===== src/rtl/ql_dsp_cfg_loader.sv =====
// Serial configuration loader for one fracturable DSP tile.
// Hunts for a sync header and shifts the payload into a shadow register.
// The live controls load from the shadow register in a single cycle,
// and only after the frame's even-parity bit checks out.
module ql_dsp_cfg_loader #(
   parameter int          NBITS_A = 20,
   parameter int          NCFG    = 14 + 4*NBITS_A,
   parameter logic [7:0]  HDR     = 8'hA5
) (
   input  logic               clock_i,
   input  logic               reset_i,
   input  logic               cfg_data_i,
   input  logic               cfg_valid_i,
   output logic               cfg_ready_o,
   output logic               busy_o,
   output logic               done_o,
   output logic               err_o,
   output logic               f_mode_o,
   output logic [2:0]         output_select_o,
   output logic               saturate_enable_o,
   output logic [5:0]         shift_right_o,
   output logic               round_o,
   output logic               subtract_o,
   output logic               register_inputs_o,
   output logic [NBITS_A-1:0] coef_0_o,
   output logic [NBITS_A-1:0] coef_1_o,
   output logic [NBITS_A-1:0] coef_2_o,
   output logic [NBITS_A-1:0] coef_3_o
);

   localparam int CW = $clog2(NCFG);

   typedef enum logic [1:0] {HUNT, PAYLOAD, PARITY, COMMIT} state_t;

   state_t            state;
   logic [7:0]        hdr_sr;
   logic [CW-1:0]     cnt;
   logic              par;
   logic [NCFG-1:0]   shadow;
   logic              xfer;
   logic [7:0]        hdr_nxt;

   // ready is registered, so a transfer is judged against the previous edge's view
   assign xfer    = cfg_valid_i & cfg_ready_o;
   assign hdr_nxt = {hdr_sr[6:0], cfg_data_i};

   // Frame FSM with registered status/handshake outputs and the live config bank
   always_ff @(posedge clock_i) begin
      if (reset_i) begin
         state             <= HUNT;
         hdr_sr            <= '0;
         cnt               <= '0;
         par               <= 1'b0;
         shadow            <= '0;
         cfg_ready_o       <= 1'b0;
         busy_o            <= 1'b0;
         done_o            <= 1'b0;
         err_o             <= 1'b0;
         f_mode_o          <= 1'b0;
         output_select_o   <= '0;
         saturate_enable_o <= 1'b0;
         shift_right_o     <= '0;
         round_o           <= 1'b0;
         subtract_o        <= 1'b0;
         register_inputs_o <= 1'b0;
         coef_0_o          <= '0;
         coef_1_o          <= '0;
         coef_2_o          <= '0;
         coef_3_o          <= '0;
      end else begin
         done_o <= 1'b0;
         err_o  <= 1'b0;
         case (state)
            HUNT: begin
               // also re-arms ready on the first cycle out of reset
               cfg_ready_o <= 1'b1;
               if (xfer) begin
                  hdr_sr <= hdr_nxt;
                  if (hdr_nxt == HDR) begin
                     cnt    <= '0;
                     par    <= 1'b0;
                     busy_o <= 1'b1;
                     state  <= PAYLOAD;
                  end
               end
            end
            PAYLOAD: begin
               if (xfer) begin
                  shadow[cnt] <= cfg_data_i;
                  par         <= par ^ cfg_data_i;
                  cnt         <= cnt + 1'b1;
                  if (cnt == CW'(NCFG-1))
                     state <= PARITY;
               end
            end
            PARITY: begin
               if (xfer) begin
                  if (cfg_data_i == par) begin
                     cfg_ready_o <= 1'b0;
                     state       <= COMMIT;
                  end else begin
                     err_o  <= 1'b1;
                     hdr_sr <= '0;
                     busy_o <= 1'b0;
                     state  <= HUNT;
                  end
               end
            end
            COMMIT: begin
               // the only edge at which live controls may change
               f_mode_o          <= shadow[0];
               output_select_o   <= shadow[3:1];
               saturate_enable_o <= shadow[4];
               shift_right_o     <= shadow[10:5];
               round_o           <= shadow[11];
               subtract_o        <= shadow[12];
               register_inputs_o <= shadow[13];
               coef_0_o          <= shadow[14+0*NBITS_A +: NBITS_A];
               coef_1_o          <= shadow[14+1*NBITS_A +: NBITS_A];
               coef_2_o          <= shadow[14+2*NBITS_A +: NBITS_A];
               coef_3_o          <= shadow[14+3*NBITS_A +: NBITS_A];
               done_o            <= 1'b1;
               hdr_sr            <= '0;
               busy_o            <= 1'b0;
               cfg_ready_o       <= 1'b1;
               state             <= HUNT;
            end
            default: state <= HUNT;
         endcase
      end
   end

endmodule


===== config.mk =====
export PLATFORM = sky130hd
export DESIGN_NAME = ql_dsp_cfg_loader
export DESIGN_NICKNAME = d
export VERILOG_FILES = /design/src/rtl/ql_dsp_cfg_loader.sv
export SDC_FILE = /design/constraint.sdc
export NUM_CORES = 1
export LEC_CHECK = 0
export ABC_AREA = 0
export BUFFER_PORTS_ARGS = -buffer_cell sky130_fd_sc_hd__clkbuf_2
export CORE_MARGIN = 4
export CORE_UTILIZATION = 29
export CTS_BUF_LIST = sky130_fd_sc_hd__clkbuf_8
export CTS_CLUSTER_DIAMETER = 50
export DETAILED_ROUTE_END_ITERATION = 8
export SKIP_CTS_REPAIR_TIMING = 1
export SLEW_MARGIN = 0
export SYNTH_ARGS = -nofsm -noshare
export SYNTH_HDL_FRONTEND = slang
export SYNTH_SLANG_ARGS = --single-unit

===== constraint.sdc =====
create_clock -name clock_i -period 2.39 [get_ports clock_i]
set_input_delay 0.239 -clock clock_i [delete_from_list [all_inputs] [get_ports clock_i]]
set_output_delay 0.239 -clock clock_i [all_outputs]
set_load 0.02 [all_outputs]

==> results.yml, run 1 <==
clocking:
  clk_root_buffer_cell: "clkbuf_8"
  cts_buffers: 34
  clock-sinks: 209
  cts_tree: "built"
  htreeDepth: 2
  clock_path_buffers: 3
  clk_latency_ps: 500
  clk_pin_slew_worst_paths_ps: 60
floorplan:
  core_area_sq_um: 28800
  ios: 102
  die_y_microns: 179
  die_x_microns: 179
  initial_core_util: 0.295
  die-area_sq_um: 32000
  core.rowCount: 62
synthesis:
  ys_ff_latch: 209
  syn-instance-count: 918
  ys_seq_area_frac: 0.493
  syn_nets: 929
  avgSynthCellArea_sq_um: 9.24
  ys_warn_count: 0
  ys_types: 45
  synth-edff-count: 0
  async_flop_share: 0
  synth_flop_cell: "dfxtp_1"
  synth.cell_area_sq_um: 8480
finish:
  stdcell_count: 1397
  multi_input_area_sq_um: 3950
  fill_cells: 2928
  area_growth_pct: 18.6
  insertedDiodeCount: 0
  final_net_count: 1004
  final_cell_mix: "dfxtp_1 (209), nor2_1 (161), mux2i_1 (160)"
  layout_commonest_cell: "dfxtp_1"
  layout-drive-gt1-share: 0.184
  final_util: 0.349
  regArea_sq_um: 4180
sta:
  tns_ps: 0
  max_freq_ghz: 0.466
  hold_viol: 0
  maxSlewViolCount: 0
  setup_viol: 0
  tightest_slew_ps: 788
  relSlewSlack: 0.475
  post-route-min-period_ps: 2150
  fin_crit_sh: 0.898
  grt_setup_unrepaired: "false"
  skew_ps: 11.0
global_route:
  antenna_found_initial: 0
  grt_usage: 0.135
  grt-ovfl-total: 0
  grt_pass1_wl_mm: 35.1
  grt_max_degree: 74
  grt_pass1_vias: 6479
worst_setup_path:
  cp.arrival_ps: 2530
  slowest_delay_ps: 560
  slowest_stage: "or4b_4"
  critical_path.endpoint_type: "register"
  reg2reg_depth: 4
  critical_path.top_delay_family: "simple AND/OR/NAND/NOR gates"
  cp-start-kind: "register"
  path_cells: "or4b_4, o31a_1, or4_1, mux2_1"
  required_ps: 2770
  cp_max_fo: 4
  critical_path_class: "register to register"
  cp.buffers_inverters: 0
  crit_cells: 4
detailed_routing:
  post_drt_wl_per_cell_microns: 15.7
  dr.pass1.iters: 5
  drtIter0Drc: 477
  final_antenna_net_count: 0
  finalWirelength_mm: 22.0
  vias: 6753
  post-route-drc-count: 0
  drt-vias-per-instance: 4.83
power:
  power_leakage_nw: 3.45
  powerDensity_nw_per_um2: 660
  power_mw: 6.64
  ir_worst_vdd_v: 0.000331
hold_path:
  hp-class: "primary input to register"
  holdPathStages: 2
placement:
  gp_congestion: 0.839
  place_inst: 1341
  place_hpwl_mm: 14.1
  io_buffer_count: 101
run:
  cap_violations: 0
outcome:
  outcome: "finished clean"
-- state kept, by name, summed over array words and instances (netlist names), 2 cells and up --
| signal | cells |
|---|---|
| shift_right_o | 6 |
| coef_3_o | 20 |
| coef_2_o | 20 |
| hdr_sr | 7 |
| cnt | 7 |
| shadow | 94 |
| output_select_o | 3 |
| state | 2 |
| coef_0_o | 20 |
| coef_1_o | 20 |
-- final timing paths --
path | startpoint | to | slack (ps)
setup / recovery | hdr_sr[2] | busy_o | 240
setup reg to reg | hdr_sr[2] | busy_o | 240
hold / removal | reset_i | coef_3_o[14] | 90
hold reg to reg | hdr_sr[6] | hdr_sr[6] | 470
-- cell usage after synthesis, types with 3 or more instances --
| master | number | area (sq um) |
|---|---|---|
| nor2b_1 | 4 | 25.0 |
| nor4b_1 | 3 | 26.3 |
| o21ai_0 | 40 | 200 |
| nor3_1 | 66 | 330 |
| nand4bb_1 | 5 | 56.3 |
| nand2b_1 | 4 | 25.0 |
| nand4b_1 | 6 | 52.6 |
| nand3_1 | 24 | 120 |
| or3_1 | 3 | 18.8 |
| clkbuf_1 | 76 | 285 |
| ha_1 | 7 | 87.6 |
| nor2_1 | 161 | 604 |
| dfxtp_1 | 209 | 4180 |
| a21oi_1 | 47 | 235 |
| inv_1 | 6 | 22.5 |
| or4b_2 | 4 | 40.0 |
| nand4_1 | 26 | 163 |
| buf_1 | 15 | 56.3 |
| nand2_1 | 19 | 71.3 |
| mux2i_1 | 160 | 1600 |
-- final cells by class --
type / count / area share
inverters: 6 / 0.00224
clock buffers: 43 / 0.0588
flip-flops and latches: 209 / 0.416
clock inverters: 13 / 0.00759
repair buffers: 130 / 0.0753
well taps: 384 / 0.0478
multi-input cells: 612 / 0.392
-- worst register-to-register path, stage by stage, from the launching register on --
cell     delay, ps
dfxtp_1        330
or4b_4         560
o31a_1         340
or4_1          490
mux2_1         320
-- stage by stage --
step	hold WS, ps	cell area, sq um	setup slack, ps
floorplan	438	8480	255
global placement	458	9390	283
detailed placement	465	9390	258
CTS	64.2	10100	248
global route	88.6	10100	52.5
finish	91.1	10100	244
-- cells by family after synthesis --
| group | after synthesis | share of synthesized area |
|---|---|---|
| simple gates | 339 | 0.194 |
| mux | 161 | 0.190 |
| compound gates | 104 | 0.0686 |
| xor+xnor | 1 | 0.00103 |
| buf+inv | 97 | 0.0429 |
| fa+ha+maj | 7 | 0.0103 |
| flops | 209 | 0.493 |
-- power by group --
part / internal (mW) / switching, mW
clock: 1.71 / 1.32
combinational: 0.0229 / 0.100
sequential: 3.49 / 0.00135
-- per-layer routing --
| metal | GRT usage | wire length [microns] | up-vias |
|---|---|---|---|
| met5 | 0 | 0 | - |
| met1 | 0.181 | 10200 | 3192 |
| met3 | 0.0304 | 1040 | 41 |
| met2 | 0.217 | 10300 | 170 |
| met4 | 0.0432 | 464 | 0 |
| li1 | - | - | 3350 |
Note: power is estimated with default switching activity, not from simulation.
==> inputs of run 2 (changes only) <==
- CORE_UTILIZATION: 29 -> 52
- PLACE_DENSITY: not set -> 0.72
==> results.yml, run 2 (synthesized netlist as in run 1, its figures left out) <==
sta:
  skew_ps: 20.8
  grt_setup_unrepaired: "false"
  relSlewSlack: 0.581
  post-route-min-period_ps: 2170
  finalWorstSetupSlack_ps: 222
  hold_viol: 0
  tightest_slew_ps: 628
  tns_ps: 0
  max_freq_ghz: 0.461
  maxSlewViolCount: 0
  setup_viol: 0
  fin_crit_sh: 0.907
  hold_slack_ps: 69.9
finish:
  layout_commonest_cell: "dfxtp_1"
  stdcell_count: 1231
  final_net_count: 1003
  fill_cells: 1428
  area_growth_pct: 16.5
  largest_register: "shadow"
  layout-drive-gt1-share: 0.185
  largest_reg_flops: 94
  final_cell_mix: "dfxtp_1 (209), nor2_1 (161), mux2i_1 (160)"
  insertedDiodeCount: 0
clocking:
  clock-sinks: 209
  clk_pin_slew_worst_paths_ps: 60
  clk_latency_ps: 520
  clk_root_buffer_cell: "clkbuf_8"
  cts_tree: "built"
  clock_path_buffers: 3
  cts_buffers: 36
  htreeDepth: 2
worst_setup_path:
  critical_path_class: "register to register"
  cp_max_fo: 4
  critPathCapture: "busy_o"
  reg2reg_depth: 4
  cp.arrival_ps: 2560
  rrSetupSlack_ps: 220
  r2r-start: "hdr_sr[2]"
  critical_path.endpoint_type: "register"
  r2r_end: "busy_o"
  crit_path_start: "hdr_sr[2]"
  required_ps: 2780
  cp-start-kind: "register"
global_route:
  grt_pass1_wl_mm: 32.7
  grt_max_degree: 141
  antenna_found_initial: 0
  grt_pass1_vias: 6375
  grt_usage: 0.216
  grt-ovfl-total: 0
power:
  powerDensity_nw_per_um2: 688
  power_mw: 6.80
  power_leakage_nw: 3.46
  ir_worst_vdd_v: 0.000480
placement:
  place_inst: 1170
  io_buffer_count: 101
  gp_congestion: 0.835
  place_hpwl_mm: 12.0
  dp_slack_ps: 218
floorplan:
  die-area_sq_um: 18400
  die_y_microns: 136
  ios: 102
  core_area_sq_um: 15900
  core.rowCount: 46
  initial_core_util: 0.532
  die_x_microns: 136
detailed_routing:
  vias: 6676
  post_drt_wl_per_cell_microns: 15.9
  dr.pass1.iters: 5
  post-route-drc-count: 0
  final_antenna_net_count: 0
  finalWirelength_mm: 19.5
  drtIter0Drc: 467
  drt-vias-per-instance: 5.42
outcome:
  outcome: "finished clean"
run:
  cap_violations: 0
hold_path:
  holdPathStages: 3
  hp-class: "primary input to register"
==> run 2: cell count changes in the layout (fill, tap and decap cells not counted) <==
cell and change:
buf_2 +1, inv_6 +1, buf_4 -5, clkinv_2 +1
clkinvlp_4 +1, clkbuf_8 +2, buf_12 +1
==> run 2: worst min-delay path by stage <==
stage | startpoint | endpoint | slack, ps
final | cfg_data_i | hdr_sr[0] | 70
after CTS | cfg_data_i | hdr_sr[0] | 40
after global routing | cfg_data_i | hdr_sr[0] | 80
after detailed placement | hdr_sr[6] | hdr_sr[6] | 470
after floorplan | hdr_sr[6] | hdr_sr[6] | 440
after global placement | hdr_sr[6] | hdr_sr[6] | 450
==> run 2: metal layers <==
metal | track usage | part of all wire | vias up
met5 | 0 | 0 | -
met1 | 0.305 | 0.46 | 3127
met4 | 0.0677 | 0.018 | 0
met3 | 0.0583 | 0.067 | 36
li1 | - | - | 3364
met2 | 0.325 | 0.45 | 149
==> run 2: per-stage QoR <==
stage	util	instance area [sq um]
finish	0.620	9880
global route	0.620	9880
CTS	0.620	9880
detailed placement	0.575	9170
global placement	0.575	9170
floorplan	-	8480
==> run 2: power breakdown <==
group          internal, mW  switching (mW)  leakage [nW]
logic                0.0203          0.0967          1.37
registers              3.49         0.00130          1.68
clock network          1.80            1.39         0.409
total                  5.31            1.49          3.46
==> run 2: cell type report <==
type	instances	area, sq um	share of cell area
clock buffer	45	619	0.0627
tap	216	270	0.0273
inverter	6	22.5	0.00228
sequential	209	4180	0.423
clock inverter	16	97.6	0.00987
multi-input combinational	612	3950	0.399
timing repair buffer	127	744	0.0753
==> run 2: worst max-delay path, cell delays in order (launching register included) <==
cell     delay, ps
dfxtp_1        320
or4b_4         570
o31a_1         340
or4_1          490
mux2_1         330
==> inputs of run 3 (changes only) <==
- CELL_PAD_IN_SITES_DETAIL_PLACEMENT: not set -> 1
- CELL_PAD_IN_SITES_GLOBAL_PLACEMENT: not set -> 2
- CORE_UTILIZATION: 52 -> 37
- PLACE_DENSITY: 0.72 -> not set
- PLACE_DENSITY_LB_ADDON: not set -> 0.1
==> results.yml, run 3 (synthesized netlist as in run 1, its figures left out) <==
sta:
  tns_ps: 0
  relSlewSlack: 0.335
  fin_crit_sh: 0.907
  maxSlewViolCount: 0
  setup_viol: 0
  finalWorstSetupSlack_ps: 222
  hold_viol: 0
  tightest_slew_ps: 997
  post-route-min-period_ps: 2170
  skew_ps: 16.8
  grt_setup_unrepaired: "false"
  max_freq_ghz: 0.461
detailed_routing:
  dr.pass1.iters: 4
  post-route-drc-count: 0
  post_drt_wl_per_cell_microns: 18.3
  final_antenna_net_count: 0
  drtIter0Drc: 305
  finalWirelength_mm: 23.9
  vias: 6833
  drt-vias-per-instance: 5.24
worst_setup_path:
  cp_max_fo: 4
  critical_path.endpoint_type: "register"
  critical_path_class: "register to register"
  required_ps: 2800
  reg2reg_depth: 4
  rrSetupSlack_ps: 220
  cp.arrival_ps: 2580
  r2r_end: "busy_o"
  cp-start-kind: "register"
  r2r-start: "hdr_sr[2]"
finish:
  largest_register: "shadow"
  area_growth_pct: 18.3
  fill_cells: 2592
  final_area_sq_um: 10000
  largest_reg_flops: 94
  layout_commonest_cell: "dfxtp_1"
  layout-drive-gt1-share: 0.189
  final_net_count: 1008
  insertedDiodeCount: 0
  final_util: 0.445
  final_cell_mix: "dfxtp_1 (209), nor2_1 (161), mux2i_1 (160)"
clocking:
  clk_root_buffer_cell: "clkbuf_8"
  cts_buffers: 38
  cts_tree: "built"
  clk_pin_slew_worst_paths_ps: 50
  clk_latency_ps: 530
  htreeDepth: 2
  clock-sinks: 209
  clock_path_buffers: 3
placement:
  io_buffer_count: 101
  placed_cell_area_sq_um: 9300
  place_hpwl_mm: 15.5
  gp_congestion: 0.810
  dp_slack_ps: 194
power:
  power_leakage_nw: 3.50
  ir_worst_vdd_v: 0.000418
  powerDensity_nw_per_um2: 681
global_route:
  grt_usage: 0.187
  antenna_found_initial: 0
  grt_pass1_wl_mm: 39.2
  grt_max_degree: 97
  grt_pass1_vias: 7186
  grt-ovfl-total: 0
floorplan:
  ios: 102
  die-area_sq_um: 25400
  die_y_microns: 159
  initial_core_util: 0.376
  core.rowCount: 55
  core_area_sq_um: 22600
  die_x_microns: 159
hold_path:
  hp-start: "cfg_data_i"
  holdPathStages: 3
  hp-class: "primary input to register"
  holdPathEnd: "hdr_sr[0]"
outcome:
  outcome: "finished clean"
run:
  cap_violations: 0
## run 3: routing by layer
metal | up-vias | wire length (microns) | track usage | share of wire
met5 | - | 0 | 0 | 0
met4 | 0 | 331 | 0.0465 | 0.014
met3 | 29 | 1090 | 0.0401 | 0.046
met2 | 136 | 11600 | 0.319 | 0.49
met1 | 3317 | 10900 | 0.242 | 0.45
li1 | 3351 | - | - | -
## run 3: through the flow
step,cells,hold WS [ps],power [mW]
after CTS,1305,17.6,6.95
final,1305,35.6,6.83
after detailed placement,1242,462,3.69
after floorplan,918,438,3.65
after global routing,1305,32.2,7.14
after global placement,1242,461,3.69
## run 3: critical path: stages, from the launching register on
cell and delay (ps):
dfxtp_1 330, or4b_4 570, o31a_1 350, or4_1 490, mux2_1 320
## run 3: layout make-up
class                   count  area, sq um  share of cell area
repair buffers            130          795              0.0792
inverters                   6         22.5             0.00224
clock inverters            15         68.8             0.00686
clock buffers              48          661              0.0658
flip-flops and latches    209         4180               0.417
well taps                 285          357              0.0355
multi-input cells         612         3950               0.393
## run 3: worst max-delay path by stage
stage	start	endpoint	slack, ps	cells past startpoint
after CTS	state[1]	shadow[88]	200	6
after global routing	cnt[2]	shadow[24]	110	4
after global placement	cnt[3]	cnt[6]	170	5
final	hdr_sr[2]	busy_o	220	4
after detailed placement	state[1]	shadow[22]	190	7
after floorplan	cfg_ready_o	busy_o	260	5
## run 3: power by group
part	switching [mW]	leakage (nW)	internal, mW
Combinational	0.101	1.40	0.0219
Clock	1.42	0.419	1.79
Sequential	0.00166	1.68	3.49
